**config.mk**
```make
export PLATFORM = sky130hd
export DESIGN_NAME = seg_scan_ctrl
export DESIGN_NICKNAME = d
export VERILOG_FILES = /design/src/rtl/seg_scan_pkg.sv /design/src/rtl/scan_prescaler.sv /design/src/rtl/seg_scan_ctrl.sv
export SDC_FILE = /design/constraint.sdc
export NUM_CORES = 1
export LEC_CHECK = 0
export CAP_MARGIN = 20
export CORE_ASPECT_RATIO = 1.4
export CORE_MARGIN = 2
export CORE_UTILIZATION = 50
export CTS_BUF_LIST = sky130_fd_sc_hd__clkbuf_16
export DETAILED_ROUTE_END_ITERATION = 7
export PLACE_DENSITY_LB_ADDON = 0.25
export RECOVER_POWER = 50
export SLEW_MARGIN = 20
export SYNTH_ARGS = -nofsm -noshare
export SYNTH_HDL_FRONTEND = slang
export SYNTH_SLANG_ARGS = --single-unit
```
**constraint.sdc**
```tcl
create_clock -name clk -period 6.25 [get_ports clk]
set_input_delay 1.5625 -clock clk [delete_from_list [all_inputs] [get_ports clk]]
set_output_delay 1.5625 -clock clk [all_outputs]
set_load 0.02 [all_outputs]
```
**src/rtl/seg_scan_pkg.sv**
```systemverilog
// Shared constants and state type for the seven-segment scan controller.
package seg_scan_pkg;

  localparam int unsigned NUM_DIGITS = 8;
  localparam int unsigned SEL_W      = 3;
  localparam int unsigned NIB_W      = 4;

  typedef enum logic {
    S_IDLE,
    S_SCAN
  } scan_state_t;

endpackage

```
**src/rtl/scan_prescaler.sv**
```systemverilog
// Slot prescaler: counts SCAN_DIV cycles per digit slot while run is high.
module scan_prescaler #(
  parameter int unsigned SCAN_DIV = 100000
) (
  input  logic clk,
  input  logic rst,
  input  logic run,
  output logic tick
);

  localparam int unsigned CNT_W = (SCAN_DIV > 1) ? $clog2(SCAN_DIV) : 1;
  localparam logic [CNT_W-1:0] LAST = CNT_W'(SCAN_DIV - 1);

  logic [CNT_W-1:0] pcnt;

  // Count 0..SCAN_DIV-1 while running, otherwise hold at zero.
  always_ff @(posedge clk or posedge rst) begin
    if (rst) begin
      pcnt <= '0;
    end else if (!run || (pcnt == LAST)) begin
      pcnt <= '0;
    end else begin
      pcnt <= pcnt + CNT_W'(1);
    end
  end

  assign tick = run && (pcnt == LAST);

endmodule

```
**src/rtl/seg_scan_ctrl.sv**
```systemverilog
// Time-multiplexed scan controller for an 8-digit seven-segment display.
// Optional feature macro: SEG_SCAN_LZ_BLANK_EN (leading-zero suppression).
module seg_scan_ctrl
  import seg_scan_pkg::*;
#(
  parameter int unsigned SCAN_DIV = 100000
) (
  input  logic             clk,
  input  logic             rst,
  input  logic             en,
  input  logic [31:0]      digits,
  input  logic [7:0]       dp_in,
  input  logic [7:0]       blank_mask,
  output logic [SEL_W-1:0] digit_sel,
  output logic [NIB_W-1:0] nibble,
  output logic             dp,
  output logic             blank,
  output logic             tick,
  output logic             frame_done
);

  scan_state_t      state;
  scan_state_t      state_nxt;
  logic [SEL_W-1:0] sel_nxt;
  logic             blank_nxt;
  logic             run;
  logic             slot_end;

  assign run = (state == S_SCAN);

  scan_prescaler #(
    .SCAN_DIV(SCAN_DIV)
  ) u_prescaler (
    .clk (clk),
    .rst (rst),
    .run (run),
    .tick(slot_end)
  );

  assign tick       = slot_end;
  assign frame_done = slot_end && (digit_sel == SEL_W'(NUM_DIGITS - 1));

`ifdef SEG_SCAN_LZ_BLANK_EN
  logic [NUM_DIGITS-1:0] lz;
  logic                  zero_above;

  // Digit k>=1 is suppressed when it and every higher nibble are zero and its dp is off.
  always_comb begin
    lz         = '0;
    zero_above = 1'b1;
    for (int k = NUM_DIGITS - 1; k >= 1; k--) begin
      zero_above = zero_above && (digits[4*k +: NIB_W] == '0);
      lz[k]      = zero_above && !dp_in[k];
    end
  end
`endif

  // Next state, next index and next blank flag; IDLE wins over a coincident tick.
  always_comb begin
    state_nxt = en ? S_SCAN : S_IDLE;
    sel_nxt   = digit_sel;
    if (slot_end && en) begin
      sel_nxt = digit_sel + SEL_W'(1);
    end
`ifdef SEG_SCAN_LZ_BLANK_EN
    blank_nxt = (state_nxt == S_IDLE) || blank_mask[sel_nxt] || lz[sel_nxt];
`else
    blank_nxt = (state_nxt == S_IDLE) || blank_mask[sel_nxt];
`endif
  end

  // FSM, digit index and per-digit output registers aligned with the new index.
  always_ff @(posedge clk or posedge rst) begin
    if (rst) begin
      state     <= S_IDLE;
      digit_sel <= '0;
      nibble    <= '0;
      dp        <= 1'b0;
      blank     <= 1'b1;
    end else begin
      state     <= state_nxt;
      digit_sel <= sel_nxt;
      nibble    <= digits[{sel_nxt, 2'b00} +: NIB_W];
      dp        <= dp_in[sel_nxt];
      blank     <= blank_nxt;
    end
  end

endmodule

```
==> metrics.cfg <==
[yosys]
yosysTopAreaCell=dfrtp_1
syn_area_mm2=0.001897
synth_xor_area_share_pct=7.388
syn_avg_cell_area_um2=13.36
synth.area.mux_share_pct=38.19
synth_edf_count=0
ys_ff_latch=27
async_reset_ff_share_pct=100.0
netlist.area_leader.share_pct=34.30
synth_compound_area_share_pct=0
ys_types=26
synthAdderAreaFrac_pct=1.979
syn-instance-count=142
synth_flop_cell=dfrtp_1
yosys_warnings=0
synth_top_family_by_area=multiplexers
synthSimpleGateAreaFrac_pct=14.51
ys_seq_area_share_pct=35.69
synth_area_leaders=dfrtp_1 (34%), mux4_2 (28%), mux4_1 (6.9%), xor2_1 (5.1%), nor2_1 (4.2%)
synth_fp_nets=196

[status]
outcome=completed

[power]
leakagePower_nw=1.008
cellPowerDensity_mw_per_mm2=151.6
vdd_drop_max_uv=163.5
total_power_uw=396.4

[critical_path]
cp_max_fo=4
endpoint=frame_done
crit_type=reg -> out
rr_endpoint=dp
setup.worst_path.start=u_prescaler.pcnt[0]
regToRegSetupSlack_ns=3.43
crit_path_max_incr_delay_ns=0.61
required_ns=4.69
start_kind=register
critPathBufInv=1
reg2regPathDepth=3
crit_cells=5
end_kind=output pin
r2r-start=digit_sel[1]
worstPathArrival_ns=2.31
critPathSlowestCell=clkdlybuf4s50_1
critPathTopFamily=simple AND/OR/NAND/NOR gates
worstPathCellList=ha_1 -> nand3_1 -> nor3_1 -> and2_1 -> clkdlybuf4s50_1

[min_path]
hold_path.class=reg -> reg
hold_path_depth=1

[clocking]
cts_setup_buffers=0
cts.path.max_buffers=2
cts_root_buf=clkbuf_16
ctsResizeCount=0
clk_latency_ns=0.27
cts_max_level=1
cts_buffers=3
cts_tree=built
ctsHoldBuffers=0
clock_sinks=27
clkTransAtPathRegs_ns=0.06

[finish]
nets=256
diodes=0
synthToLayoutAreaGrowth_pct=37.86
drive_above_1_share_pct=17.91
fin_util_pct=71.77

[detailed_routing]
drt_iter0_drc=38
wirelength_mm=4.446
drc=0
first_pass_iters=4
wl_per_cell_um=18.30
ant_nets=0
num_vias=1450
viasPerCell=5.967

[global_route]
overflow=0
grt_max_degree=28
grt_pass1_wl_mm=7.617
antenna_found_initial=0
grt_usage_pct=22.56
grt_pass1_vias=1663

[floorplanning]
dieWidth_um=56.06
core_mm2=0.003643
dieArea_mm2=0.004309
core.rowCount=26
ioPinCount=62
die_height_um=76.88
initial_core_util_pct=52.06

[timing]
max_slew_margin_pct=32.98
maxSlewViolCount=0
worst_pin_slew_ns=1.004
setup-tns-final_ns=0
max_freq_mhz=257.9
period_share_pct=62.04
min_period_ns=3.877
hold_viol=0
finClkSkew_ns=0.004738
setup_viol=0
rsz0062_at_grt=no

[placed_design]
place.gp.congestion=0.7971
post-dp-hpwl_mm=3.619
port_buffers=61

[job]
maxCapViolCount=0

-- synthesized netlist by cell type (2+ instances only) --
library cell and count:
and3_1 3, buf_2 4, dfrtp_1 26, ha_1 3, inv_1 4, mux2i_1 3, mux4_1 5, mux4_2 24
nand2_1 9, nand3_1 9, nor2_1 21, nor3_1 2, nor3_4 2, xnor2_1 5, xor2_1 11
-- cell families (layout without fill, tap and decap cells) --
group,count (synthesis),after routing
XOR/XNOR,16,16
adder cells (fa/ha/maj),3,3
buffers and inverters,10,69
flip-flops,27,27
multiplexers,34,34
AND/OR/NAND/NOR,52,52
-- how the worst min path moves through the flow --
| stage | startpoint | to | slack (ns) |
|---|---|---|---|
| after global placement | u_prescaler.pcnt[0] | u_prescaler.pcnt[0] | 0.47 |
| after floorplan | u_prescaler.pcnt[0] | u_prescaler.pcnt[0] | 0.46 |
| after CTS | u_prescaler.pcnt[0] | u_prescaler.pcnt[0] | 0.51 |
| after detailed placement | u_prescaler.pcnt[0] | u_prescaler.pcnt[0] | 0.50 |
| final | u_prescaler.pcnt[0] | u_prescaler.pcnt[0] | 0.51 |
| after global routing | u_prescaler.pcnt[0] | u_prescaler.pcnt[0] | 0.55 |
-- report_power, final --
group | switching, mW | total (mW) | internal [mW]
logic | 0.0217 | 0.0664 | 0.0446
clock network | 0.0616 | 0.149 | 0.0871
registers | 0.00258 | 0.181 | 0.179
-- placed cells by master, fill, tap and decap left out, drive strengths merged --
| cell | instances |
|---|---|
| xor2 | 11 |
| clkbuf | 3 |
| nand3 | 9 |
| xnor2 | 5 |
| clkdlybuf4s50 | 59 |
| nor3 | 4 |
| and2 | 2 |
| mux4 | 29 |
| clkinvlp | 1 |
| nand2 | 9 |
| ha | 3 |
| mux2i | 3 |
| inv | 4 |
| dfrtp | 26 |
| dlygate4sd3 | 2 |
| mux2 | 2 |
| nand4 | 1 |
| or2 | 1 |
| and4bb | 1 |
| dfstp | 1 |
| and3 | 4 |
| nor2 | 21 |
-- per-stage QoR --
step / hold slack (ns) / std cells / setup WS [ns] / cell area, um2
5_1_grt: 0.5468 / 243 / 2.243 / 2615
3_5_place_dp: 0.5041 / 239 / 2.656 / 2532
6_report: 0.5096 / 243 / 2.373 / 2615
3_3_place_gp: 0.4668 / 239 / 2.725 / 2532
2_1_floorplan: 0.4553 / 142 / 2.964 / 1897
4_1_cts: 0.5130 / 243 / 2.355 / 2615
-- final cells by class --
| class | instances | area (um2) |
|---|---|---|
| tap | 42 | 52.55 |
| inverter | 4 | 15.01 |
| clock buffer | 3 | 75.07 |
| clock inverter | 1 | 7.507 |
| fill | 257 | 1028 |
| sequential | 27 | 676.9 |
| multi-input combinational | 105 | 1177 |
| timing repair buffer | 61 | 610.6 |
-- routing by layer --
layer / GRT usage [%] / vias to the layer above / share of wire [%]
met4: 8.333 / 0 / 2.2
met3: 2.530 / 9 / 4.4
li1: - / 658 / -
met5: 0 / - / 0
met1: 23.79 / 726 / 34
met2: 44.35 / 57 / 60
-- flip-flops by register name, indices dropped and copies added (netlist names) --
register / cells
u_prescaler.pcnt: 17
nibble: 4
digit_sel: 3
blank: 1
dp: 1
run: 1
(Power assumes the default switching activity.)
==> RTL edit 1 (config.mk and constraints unchanged) <==
`SCAN_DIV` is set to 100000 in 2 places; all go to 200000.
--- a/src/rtl/scan_prescaler.sv
+++ b/src/rtl/scan_prescaler.sv
@@ -1,6 +1,6 @@
 // Slot prescaler: counts SCAN_DIV cycles per digit slot while run is high.
 module scan_prescaler #(
-  parameter int unsigned SCAN_DIV = 100000
+  parameter int unsigned SCAN_DIV = 200000
 ) (
   input  logic clk,
   input  logic rst,
--- a/src/rtl/seg_scan_ctrl.sv
+++ b/src/rtl/seg_scan_ctrl.sv
@@ -3,7 +3,7 @@
 module seg_scan_ctrl
   import seg_scan_pkg::*;
 #(
-  parameter int unsigned SCAN_DIV = 100000
+  parameter int unsigned SCAN_DIV = 200000
 ) (
   input  logic             clk,
   input  logic             rst,
Check against the original RTL: same outputs for any inputs over 10 cycles, from zero or initial values and one cycle with rst high; that may be too few to reach the edited logic, so the function may still have changed.
==> RTL edit 1 against the original RTL <==
- sequential cell count increased by 1
- wire length is 4.1% higher
- design area up 3.9%
- worst setup slack got worse by 100 ps
- area after synthesis increased by 5.9%
- clock power up 26%
- power grew 11%
- critical path type unchanged
==> RTL edit 1: results (changes against the original RTL) <==
| Metric | Value |
|---|---|
| Outcome | finished clean (unchanged) |
| Peak VDD IR | 0.3472 mV (was 0.1635 mV) |
| Syn Inst Count | 199 (was 142) |
| Final hold slack | 478.4 ps (was 509.6 ps) |
| Layout cell share with drive strength beyond 1 | 0.09055 (was 0.1791) |
| Post-synthesis compound-gate area fraction | 0.08411 (was 0) |
| Reg2reg end | nibble[3] (was dp) |
| Top Registers | u_prescaler.pcnt: 18 flops, nibble: 4 flops, digit_sel: 3 flops (was u_prescaler.pcnt: 17 flops, nibble: 4 flops, digit_sel: 3 flops) |
| Cell variety after synth | 36 (was 26) |
| R2R cell count | 6 (was 3) |
| Critical Path AT | 2420 ps (was 2310 ps) |
| Crit Reg-Reg Startpoint | digit_sel[0] (was digit_sel[1]) |
| Placer Congestion | 0.8329 (was 0.7971) |
| Post-detailed-placement cell area | 2619 µm² (was 2532 µm²) |
| Synth area leaders | dfrtp_1 (34%), mux4_2 (16%), mux2i_1 (8.5%) (was dfrtp_1 (34%), mux4_2 (28%), mux4_1 (6.9%)) |
| Layout Nets | 309 (was 256) |
| Synth cell count leaders | dfrtp_1 (27), nor2_1 (27), nand2_1 (19), mux2i_1 (17), mux4_2 (14) (was dfrtp_1 (26), mux4_2 (24), nor2_1 (21), xor2_1 (11)) |
| Actual slew at the worst max-slew pin | 1006 ps (was 1004 ps) |
| First-pass GRT wire length | 8052 µm (was 7617 µm) |
| Post-synthesis mux area share | 0.2548 (was 0.3819) |
| Reg2reg setup slack | 3400 ps (was 3430 ps) |
| Dpl hpwl | 3687 µm (was 3619 µm) |
| Comb. pwr | 65.5 µW (was 66.4 µW) |
| Placed cell count | 293 (was 239) |
| Skew final | 3.263 ps (was 4.738 ps) |
| DR vias | 1771 (was 1450) |
| CP Max Fanout | 6 (was 4) |
| Vias per Instance | 5.963 (was 5.967) |
| DRT Wirelength | 4629 µm (was 4446 µm) |
| Pre-CTS setup slack | 2565 ps (was 2656 ps) |
| Post-synth net total | 253 (was 196) |
| Sequential cell area fraction in the yosys report | 0.3495 (was 0.3569) |
| Synth Area in XOR/XNOR | 0.05670 (was 0.07388) |
| Vias in the first global route | 1908 (was 1663) |
| Clk root buf | clkbuf_16 (unchanged) |
| End of the critical path | frame_done (unchanged) |
| Largest net degree at the start of global routing | 29 (was 28) |
| Hold wc startpoint | u_prescaler.pcnt[0] (unchanged) |
| Int Pwr | 355.9 µW (was 310.5 µW) |
| Clock share of power | 0.424 (was 0.375) |
| DRC marker count from the first detailed-route iteration | 41 (was 38) |
| Clk power | 187 µW (was 149 µW) |
==> RTL edit 1: changes by cell type in the layout (fill, tap and decap cells not counted), sizes merged, moves of 5 or more <==
cell / unedited run / this run
mux4: 29 / 14
nand4: 1 / 6
a21oi: 0 / 10
nand2: 9 / 19
mux2i: 3 / 17
a31oi: 0 / 9
o21ai: 0 / 5
nor2: 21 / 27
==> RTL edit 1: per-layer routing <==
layer / GRT usage / routed length, µm / share of wire / vias to the layer above
li1: - / - / - / 844
met1: 0.2345 / 1666 / 0.36 / 851
met2: 0.4318 / 2654 / 0.57 / 63
met3: 0.02769 / 170 / 0.037 / 13
met4: 0.09767 / 136 / 0.029 / 0
met5: 0 / 0 / 0 / -
==> RTL edit 1: cell type report <==
| type | instances | area (µm²) |
|---|---|---|
| timing repair buffer | 62 | 618.1 |
| inverter | 4 | 15.01 |
| sequential | 28 | 701.9 |
| clock inverter | 1 | 30.03 |
| fill | 294 | 1167 |
| clock buffer | 3 | 75.07 |
| tap | 43 | 53.80 |
| multi-input combinational | 156 | 1224 |
==> RTL edit 2 (same flow settings) <==
Without the edit above. Put a register stage on the output `tick`. The value now appears one clock later. The other outputs are not delayed to match.
--- a/src/rtl/seg_scan_ctrl.sv
+++ b/src/rtl/seg_scan_ctrl.sv
@@ -19,6 +19,8 @@
   output logic             frame_done
 );
 
+  logic tick_d;
+
   scan_state_t      state;
   scan_state_t      state_nxt;
   logic [SEL_W-1:0] sel_nxt;
@@ -37,7 +39,7 @@
     .tick(slot_end)
   );
 
-  assign tick       = slot_end;
+  assign tick_d     = slot_end;
   assign frame_done = slot_end && (digit_sel == SEL_W'(NUM_DIGITS - 1));
 
 `ifdef SEG_SCAN_LZ_BLANK_EN
@@ -86,5 +88,9 @@
     end
   end
 
+  always_ff @(posedge clk) begin
+    tick <= tick_d;
+  end
+
 endmodule
 
Check against the original RTL: no difference found for any inputs over 10 cycles, from zero or initial values and one cycle with rst high; that may be too few to reach the edited logic, so the function may still have changed.
==> RTL edit 2 against the original RTL <==
- first-iteration DRC count is 95% higher
- power is 11% higher
- register-to-register slack better by 20 ps
- worst setup slack better by 51 ps
- wire length is 4.6% lower
- design area is 1.6% higher
- worst hold slack better by 6.5 ps
- area after synthesis is 1.1% higher
- sequential cell count is 1 higher
- maximum frequency is 1.3% higher
- largest power group unchanged
- highest routed layer unchanged
==> RTL edit 2: results (changes against the original RTL) <==
| Metric | Value |
|---|---|
| Post-detailed-placement cell area | 2552 µm² (was 2532 µm²) |
| Skew final | 4.311 ps (was 4.738 ps) |
| Switching Share | 0.1879 (was 0.2168) |
| Largest net degree at the start of global routing | 28 (unchanged) |
| Drt first pass iters | 4 (unchanged) |
| Number of CTS-inserted buffers | 3 (unchanged) |
| CTS Buffer Depth | 2 (unchanged) |
| Synth cell count leaders | dfrtp_1 (26), mux4_2 (24), nor2_1 (21), xor2_1 (11) (unchanged) |
| Syn Inst Count | 143 (was 142) |
| Layout Nets | 257 (was 256) |
| Outcome | finished clean (unchanged) |
| Antenna violations before repair | 0 (unchanged) |
| Fin cells | 244 (was 243) |
| # Post-CTS Setup Buffers | 0 (unchanged) |
| CP Max Fanout | 4 (unchanged) |
| Clk_lat worst skew | 260 ps |
| Clk power | 187 µW (was 149 µW) |
| Cell variety after synth | 27 (was 26) |
| Layout cell share with drive strength beyond 1 | 0.1782 (was 0.1791) |
| Sequential cell area fraction in the yosys report | 0.3636 (was 0.3569) |
| Synth area leaders | dfrtp_1 (34%), mux4_2 (28%), mux4_1 (6.9%) (unchanged) |
| Clk root buf | clkbuf_16 (unchanged) |
| DRC marker count from the first detailed-route iteration | 74 (was 38) |
| Vias per Instance | 5.898 (was 5.967) |
| Tightest Hold Check Type | reg -> reg (unchanged) |
| Actual slew at the worst max-slew pin | 946.6 ps (was 1004 ps) |
| First-pass GRT wire length | 7555 µm (was 7617 µm) |
| Async SR Flop Fraction | 0.9643 (was 1.000) |
| DRT Wirelength | 4243 µm (was 4446 µm) |
| Fill cells | 260 (was 257) |
| Sequential power | 188 µW (was 181 µW) |
| PostCTS Resize Cnt | 0 (unchanged) |
| Post-synth net total | 197 (was 196) |
| Peak VDD IR | 0.1565 mV (was 0.1635 mV) |
| Clock-pin slew on the worst setup and hold paths | 70 ps |
| Critical Path AT | 2260 ps (was 2310 ps) |
| Final setup TNS | 0 ps (unchanged) |
| Pwr dens | 165.5 nW/µm² (was 151.6 nW/µm²) |
| Dpl hpwl | 3500 µm (was 3619 µm) |
| Vias in the first global route | 1689 (was 1663) |
| Placer Congestion | 0.8866 (was 0.7971) |
| Leakage | 1.027 nW (was 1.008 nW) |
| YS warnings | 0 (unchanged) |
| # H-tree levels | 1 (unchanged) |
| # diodes | 0 (unchanged) |
| Total GRT Usage | 0.2224 (was 0.2256) |
## RTL edit 2: cell families after synthesis
logic type,share of synthesized area
simple gates,0.1436
mux,0.3779
flops,0.3636
xor+xnor,0.07310
buf+inv,0.02219
fa+ha+maj,0.01958
## RTL edit 2: final timing paths
check                                      endpoint  slack (ps)           startpoint  cells after the start
worst max-delay path                     frame_done        2420  u_prescaler.pcnt[0]                      5
worst min-delay path            u_prescaler.pcnt[0]         520  u_prescaler.pcnt[0]                      1
worst max register to register            nibble[1]        3450         digit_sel[1]                      3
worst min register to register  u_prescaler.pcnt[0]         520  u_prescaler.pcnt[0]                      1
max in group asynchronous       u_prescaler.pcnt[6]        3960                  rst                      2
min in group asynchronous                 nibble[3]        1840                  rst                      2
## RTL edit 2: layout make-up
cell class	count	area, µm²	area share
clock inverter	1	30.03	0.01130
multi-input combinational	105	1177	0.4430
clock buffer	3	75.07	0.02825
sequential	28	696.9	0.2622
timing repair buffer	61	610.6	0.2298
tap	42	52.55	0.01977
inverter	4	15.01	0.005650
## RTL edit 2: through the flow
stage               setup WS, ps    util
floorplan                   3377       -
global placement            2681  0.6944
detailed placement          2659  0.6944
CTS                         2372  0.7229
global route                2238  0.7229
finish                      2424  0.7229
## RTL edit 2: per-layer routing
| layer | share of wire | routed length, µm | GRT usage |
|---|---|---|---|
| met1 | 0.34 | 1454 | 0.2414 |
| met2 | 0.60 | 2542 | 0.4282 |
| met3 | 0.041 | 172 | 0.02698 |
| met4 | 0.017 | 74 | 0.08333 |
| met5 | 0 | 0 | 0 |
## RTL edit 2: worst max-delay path: stages, from the launching register on
cell,delay [ps]
dfrtp_1,390
ha_1,260
nand3_1,180
nor3_1,360
and2_1,200
clkdlybuf4s50_1,610
